### config.mk
export PLATFORM = sky130hd
export DESIGN_NAME = alu_pipe
export DESIGN_NICKNAME = d
export VERILOG_FILES = /design/src/rtl/alu_pkg.sv /design/src/rtl/alu_divider.sv /design/src/rtl/alu_pipe.sv
export SDC_FILE = /design/constraint.sdc
export NUM_CORES = 1
export LEC_CHECK = 0
export BUFFER_PORTS_ARGS = -buffer_cell sky130_fd_sc_hd__buf_4
export CAP_MARGIN = 15
export CORE_MARGIN = 8
export CORE_UTILIZATION = 65
export CTS_CLUSTER_DIAMETER = 60
export DETAILED_ROUTE_END_ITERATION = 10
export PLACE_DENSITY = 0.85
export SYNTH_ARGS = -nofsm -noshare
export SYNTH_HDL_FRONTEND = slang
export SYNTH_HIERARCHICAL = 1
export SYNTH_SLANG_ARGS = --single-unit
### constraint.sdc
create_clock -name clk -period 13.2 [get_ports clk]
set_clock_uncertainty 0.2 [all_clocks]
set_input_delay 3.96 -clock clk [delete_from_list [all_inputs] [get_ports clk]]
set_output_delay 3.96 -clock clk [all_outputs]
set_load 0.02 [all_outputs]
### src/rtl/alu_pkg.sv
// Shared opcode encodings and FSM state type for the pipelined ALU.
package alu_pkg;

  localparam logic [2:0] OP_ADD = 3'b000;
  localparam logic [2:0] OP_SUB = 3'b001;
  localparam logic [2:0] OP_MUL = 3'b010;
  localparam logic [2:0] OP_DIV = 3'b011;
  localparam logic [2:0] OP_AND = 3'b100;
  localparam logic [2:0] OP_OR  = 3'b101;
  localparam logic [2:0] OP_NOT = 3'b110;
  localparam logic [2:0] OP_XOR = 3'b111;

  typedef enum logic {
    IDLE,
    DIV_BUSY
  } state_e;

endpackage

### src/rtl/alu_divider.sv
// Iterative restoring divider, one quotient bit per cycle.
module alu_divider
  import alu_pkg::*;
#(
  parameter int unsigned WIDTH = 8
) (
  input  logic             clk,
  input  logic             rst,
  input  logic             start,
  input  logic [WIDTH-1:0] dividend,
  input  logic [WIDTH-1:0] divisor,
  output logic             busy,
  output logic             done,
  output logic [WIDTH-1:0] quotient,
  output logic [WIDTH-1:0] remainder
);

  localparam int unsigned CW = $clog2(WIDTH + 1);

  logic [CW-1:0]    cnt_q, cnt_d;
  logic [WIDTH-1:0] rem_q, rem_d;
  logic [WIDTH-1:0] quo_q, quo_d;
  logic [WIDTH-1:0] dvs_q, dvs_d;
  logic             done_q, done_d;

  // Returns {partial remainder, shifted quotient}; the low bits of the
  // quotient register hold dividend bits not yet consumed.
  function automatic logic [2*WIDTH-1:0] div_step(input logic [WIDTH-1:0] r,
                                                  input logic [WIDTH-1:0] q,
                                                  input logic [WIDTH-1:0] d);
    logic [WIDTH:0]   sh;
    logic [WIDTH-1:0] rn;
    logic             qb;
    sh = {r, q[WIDTH-1]};
    if (sh >= {1'b0, d}) begin
      rn = sh[WIDTH-1:0] - d;
      qb = 1'b1;
    end else begin
      rn = sh[WIDTH-1:0];
      qb = 1'b0;
    end
    return {rn, q[WIDTH-2:0], qb};
  endfunction

  // The first iteration runs on the start edge so the final bit lands
  // WIDTH-1 edges later, letting the top register the result one edge after.
  always_comb begin
    cnt_d  = cnt_q;
    rem_d  = rem_q;
    quo_d  = quo_q;
    dvs_d  = dvs_q;
    done_d = 1'b0;
    if (start) begin
      {rem_d, quo_d} = div_step('0, dividend, divisor);
      dvs_d          = divisor;
      cnt_d          = CW'(WIDTH - 1);
    end else if (cnt_q != '0) begin
      {rem_d, quo_d} = div_step(rem_q, quo_q, dvs_q);
      cnt_d          = cnt_q - CW'(1);
      done_d         = (cnt_q == CW'(1));
    end
  end

  always_ff @(posedge clk) begin
    if (rst) begin
      cnt_q  <= '0;
      rem_q  <= '0;
      quo_q  <= '0;
      dvs_q  <= '0;
      done_q <= 1'b0;
    end else begin
      cnt_q  <= cnt_d;
      rem_q  <= rem_d;
      quo_q  <= quo_d;
      dvs_q  <= dvs_d;
      done_q <= done_d;
    end
  end

  assign busy      = (cnt_q != '0);
  assign done      = done_q;
  assign quotient  = quo_q;
  assign remainder = rem_q;

endmodule

### src/rtl/alu_pipe.sv
// Parametrised ALU with valid/ready handshake, registered result and flags,
// and a multi-cycle divider for DIV.
module alu_pipe
  import alu_pkg::*;
#(
  parameter int unsigned WIDTH = 8
) (
  input  logic             clk,
  input  logic             rst,
  input  logic             in_valid,
  output logic             in_ready,
  input  logic [WIDTH-1:0] A,
  input  logic [WIDTH-1:0] B,
  input  logic [2:0]       opcode,
  output logic             out_valid,
  input  logic             out_ready,
  output logic [WIDTH-1:0] result,
  output logic [WIDTH-1:0] remainder,
  output logic             carry_out,
  output logic             zero,
  output logic             div_by_zero
);

  state_e           state_q, state_d;
  logic             out_valid_q, out_valid_d;
  logic [WIDTH-1:0] result_q, result_d;
  logic [WIDTH-1:0] rem_q, rem_d;
  logic             carry_q, carry_d;
  logic             zero_q, zero_d;
  logic             dbz_q, dbz_d;

  logic             accept, is_div, div_start;
  logic             div_busy, div_done;
  logic [WIDTH-1:0] div_quo, div_rem;

  logic [WIDTH:0]     sum, diff;
  logic [2*WIDTH-1:0] prod;
  logic [WIDTH-1:0]   alu_res;
  logic               alu_c;

  assign in_ready  = !rst && (state_q == IDLE) && !div_busy && (!out_valid_q || out_ready);
  assign accept    = in_valid && in_ready;
  assign is_div    = (opcode == OP_DIV);
  assign div_start = accept && is_div && (B != '0);

  alu_divider #(.WIDTH(WIDTH)) u_div (
    .clk       (clk),
    .rst       (rst),
    .start     (div_start),
    .dividend  (A),
    .divisor   (B),
    .busy      (div_busy),
    .done      (div_done),
    .quotient  (div_quo),
    .remainder (div_rem)
  );

  always_comb begin
    sum     = {1'b0, A} + {1'b0, B};
    diff    = {1'b0, A} - {1'b0, B};
    prod    = {{WIDTH{1'b0}}, A} * {{WIDTH{1'b0}}, B};
    alu_res = '0;
    alu_c   = 1'b0;
    case (opcode)
      OP_ADD: begin alu_res = sum[WIDTH-1:0];   alu_c = sum[WIDTH];       end
      OP_SUB: begin alu_res = diff[WIDTH-1:0];  alu_c = diff[WIDTH];      end
      OP_MUL: begin alu_res = prod[WIDTH-1:0];  alu_c = |prod[2*WIDTH-1:WIDTH]; end
      OP_DIV: alu_res = '1;
      OP_AND: alu_res = A & B;
      OP_OR:  alu_res = A | B;
      OP_NOT: alu_res = ~A;
      OP_XOR: alu_res = A ^ B;
    endcase
  end

  // Output register holds unless a handshake drains it or a new result loads;
  // a load on the same edge as a handshake keeps out_valid high.
  always_comb begin
    state_d     = state_q;
    out_valid_d = out_valid_q;
    result_d    = result_q;
    rem_d       = rem_q;
    carry_d     = carry_q;
    zero_d      = zero_q;
    dbz_d       = dbz_q;
    if (out_valid_q && out_ready) out_valid_d = 1'b0;
    case (state_q)
      IDLE: begin
        if (div_start) begin
          state_d = DIV_BUSY;
        end else if (accept) begin
          out_valid_d = 1'b1;
          result_d    = alu_res;
          rem_d       = is_div ? A : '0;
          carry_d     = alu_c;
          zero_d      = (alu_res == '0);
          dbz_d       = is_div;
        end
      end
      DIV_BUSY: begin
        if (div_done) begin
          state_d     = IDLE;
          out_valid_d = 1'b1;
          result_d    = div_quo;
          rem_d       = div_rem;
          carry_d     = 1'b0;
          zero_d      = (div_quo == '0);
          dbz_d       = 1'b0;
        end
      end
      default: state_d = IDLE;
    endcase
  end

  always_ff @(posedge clk) begin
    if (rst) begin
      state_q     <= IDLE;
      out_valid_q <= 1'b0;
      result_q    <= '0;
      rem_q       <= '0;
      carry_q     <= 1'b0;
      zero_q      <= 1'b0;
      dbz_q       <= 1'b0;
    end else begin
      state_q     <= state_d;
      out_valid_q <= out_valid_d;
      result_q    <= result_d;
      rem_q       <= rem_d;
      carry_q     <= carry_d;
      zero_q      <= zero_d;
      dbz_q       <= dbz_d;
    end
  end

  assign out_valid   = out_valid_q;
  assign result      = result_q;
  assign remainder   = rem_q;
  assign carry_out   = carry_q;
  assign zero        = zero_q;
  assign div_by_zero = dbz_q;

endmodule

==> metrics <==
Initial Util 0.667; I/O pins 44; Tcrit/Tclk final 0.679; TritonCTS buffer count 5; Power per Cell Area 142 mW/mm2; via count 6,213; DRC Markers 0; met3 routed WL 1350 um; Mean Syn Cell Area 7.94 um2; cells after synthesis 821; syn nets 955; area leader, netlist dfxtp_1; Diodes inserted 0; r2r startpoint u_div/cnt_q[0]$_SDFFE_PP0P_; most numerous cell in the Yosys netlist inv_1; Async SR Flop Fraction 0; routability cong. 0.982; 1st-iter DRT viols 496; FP Rows 36; Worst setup EP type output port; Final Hold Fails 0; share of layout cells above drive strength 1 0.101; CTS Buffer Depth 2; post-route ant nets 0; FMAX 112 MHz; gr usage total 0.275; sw frac 0.506; worst slew margin relative to its limit 0.330; grt total ovfl 0; Finished Cell Area 0.00689 mm2; CTS sink cnt 50; Die H 116 um; Worst-Skew Late Latency 0.31 ns; setup violators final 0; vias in the first global route 6,238; worst-path maximum fanout 54; Hold Path Origin result[4]$_SDFFE_PP0P_; Tot Pwr 980 uW; CTS tree yes; fin nets 972; Max Cap Viol 0; H-tree depth reported by CTS 2; CTS resizes 0; Hold WC Path Type flip-flop to flip-flop; status finished clean; Worst VDD drop 0.152 mV; clock root cell clkbuf_8; final WL 18,100 um; Post-synth EDFFs 0; post-route minimum period 8.96 ns; DR top layer met4; unrepaired setup endpoints after global routing no; Synth warnings 6; Worst-path clk slew 0.10 ns; Int Power 484 uW; synthesized area 0.00652 mm2; WP data required 9.04 ns; #FFs+latches synth 50; Comb power frac 0.697; sequential share of power 0.210; Clk pwr share 0.093; Critical Path Source Type input pin; top cells by area, synth dfxtp_1 15%, ha_1 14%, fa_1 12%, inv_1 5.9%, nor2_1 5.1%; placed cell area 0.00680 mm2; # port buffers 43; die area 0.0135 mm2; leakage power 0.00306 uW; kind of critical path input pin to output port; Slew Viols, Final 0; crit path DAT 4.80 ns; Critical Path Start rst; Layout area overhead 5.72%; setup tns final 0 ns; met1 wire length 7180 um; maximum number of pins on one net before global-route repair 55; Seq/Total Area, Yosys 0.153; commonest cells in the netlist 102 x inv_1, 88 x nor2_1, 86 x nand2_1, 72 x ha_1, 50 x dfxtp_1; Slew @ Worst Pin 0.996 ns; wire length per cell 18.6 um; DR pass1 iterations 5; first-pass GRT wire length 29,900 um; initial antenna violation count 0; CTS Hold Bufs 0; via-per-instance ratio 6.39; DPL Wire Length 14,100 um; post-synth top area share 0.153; Synth Flop Type dfxtp_1; routed wl met2 8780 um; width of the die 116 um; library cells used by synthesis 88; sw power 496 uW; Core Box Area 0.00977 mm2; Post-CTS Setup Inserts 0
cells in the final DEF, fill, tap and decap left out, types with 5 or more instances in the layout:
| cell type | instances |
|---|---|
| xor2_1 | 10 |
| a31oi_1 | 10 |
| o21bai_1 | 6 |
| inv_1 | 102 |
| a21o_1 | 5 |
| a211oi_1 | 9 |
| nand2_1 | 86 |
| a32oi_1 | 6 |
| xnor2_1 | 5 |
| nand3_1 | 16 |
| o21ai_0 | 22 |
| buf_4 | 46 |
| o31ai_1 | 7 |
| fa_1 | 39 |
| o21ai_1 | 6 |
| nor2_1 | 88 |
| mux2i_1 | 18 |
| and3_1 | 5 |
| a21oi_1 | 42 |
| a211o_1 | 5 |
| nor4_1 | 7 |
| o22ai_1 | 8 |
| nor2b_1 | 14 |
| dfxtp_1 | 50 |
| o211ai_1 | 5 |
| nand2b_1 | 9 |
| nor3b_1 | 10 |
| clkbuf_8 | 5 |
| ha_1 | 72 |
| nor3_1 | 17 |
registers in the layout, indices dropped and copies added (netlist names):
| signal | flops |
|---|---|
| state_q | 1 |
| out_valid | 1 |
| u_div/cnt_q | 4 |
| remainder | 8 |
| u_div/remainder | 8 |
| zero | 1 |
| u_div/quotient | 8 |
| u_div/dvs_q | 8 |
| u_div/done | 1 |
| carry_out | 1 |
| div_by_zero | 1 |
| result | 8 |
metrics by stage:
step | worst slack (ns) | cells | hold slack [ns] | util
6_report | 4.24 | 972 | 0.264 | 0.705
5_1_grt | 4.18 | 972 | 0.279 | 0.705
4_1_cts | 4.23 | 972 | 0.264 | 0.705
3_5_place_dp | 4.24 | 964 | 0.247 | 0.696
3_3_place_gp | 4.27 | 964 | 0.249 | 0.696
2_1_floorplan | 4.51 | 821 | 0.260 | -
worst max-delay path, stage by stage:
cell	delay, ns
buf_4	0.28
nor4b_2	0.36
buf_4	0.20
logic make-up (layout without fill, tap and decap cells):
group,after synthesis,after routing,synth area share
buf+inv,143,161,0.0967
flops,50,50,0.153
simple gates,293,293,0.224
compound gates,187,187,0.208
fa+ha+maj,111,111,0.258
xor+xnor,15,15,0.0201
mux,22,22,0.0403
power by group through the flow:
stage	combinational, uW	sequential [uW]	clock [uW]
after floorplan	518	203	0
after detailed placement	666	208	0
after CTS	671	205	91.6
final	683	206	91.0
after global placement	635	207	0
after global routing	748	209	98.5
final cells by class:
cell class                 instances  area [um2]
sequential                        50        1000
multi-input combinational        628        4890
clock inverter                     3        21.3
clock buffer                       5        68.8
timing repair buffer              46         345
inverter                         107         402
tap                              133         166
fill                             802        2880
path summary, 6_finish.rpt:
path / endpoint / slack (ns) / cells past startpoint
setup / recovery: in_ready / 4.24 / 3
hold / removal: result[4]$_SDFFE_PP0P_ / 0.26 / 2
setup reg to reg: u_div/remainder[3]$_SDFFE_PP0P_ / 9.31 / 13
hold reg to reg: result[4]$_SDFFE_PP0P_ / 0.26 / 2
per-layer routing:
| metal | up-vias | global-route usage |
|---|---|---|
| li1 | 2885 | - |
| met1 | 2966 | 0.332 |
| met2 | 302 | 0.468 |
| met3 | 60 | 0.0393 |
| met4 | 0 | 0.137 |
| met5 | - | 0 |
No activity file was read; power rests on OpenSTA's default activity.
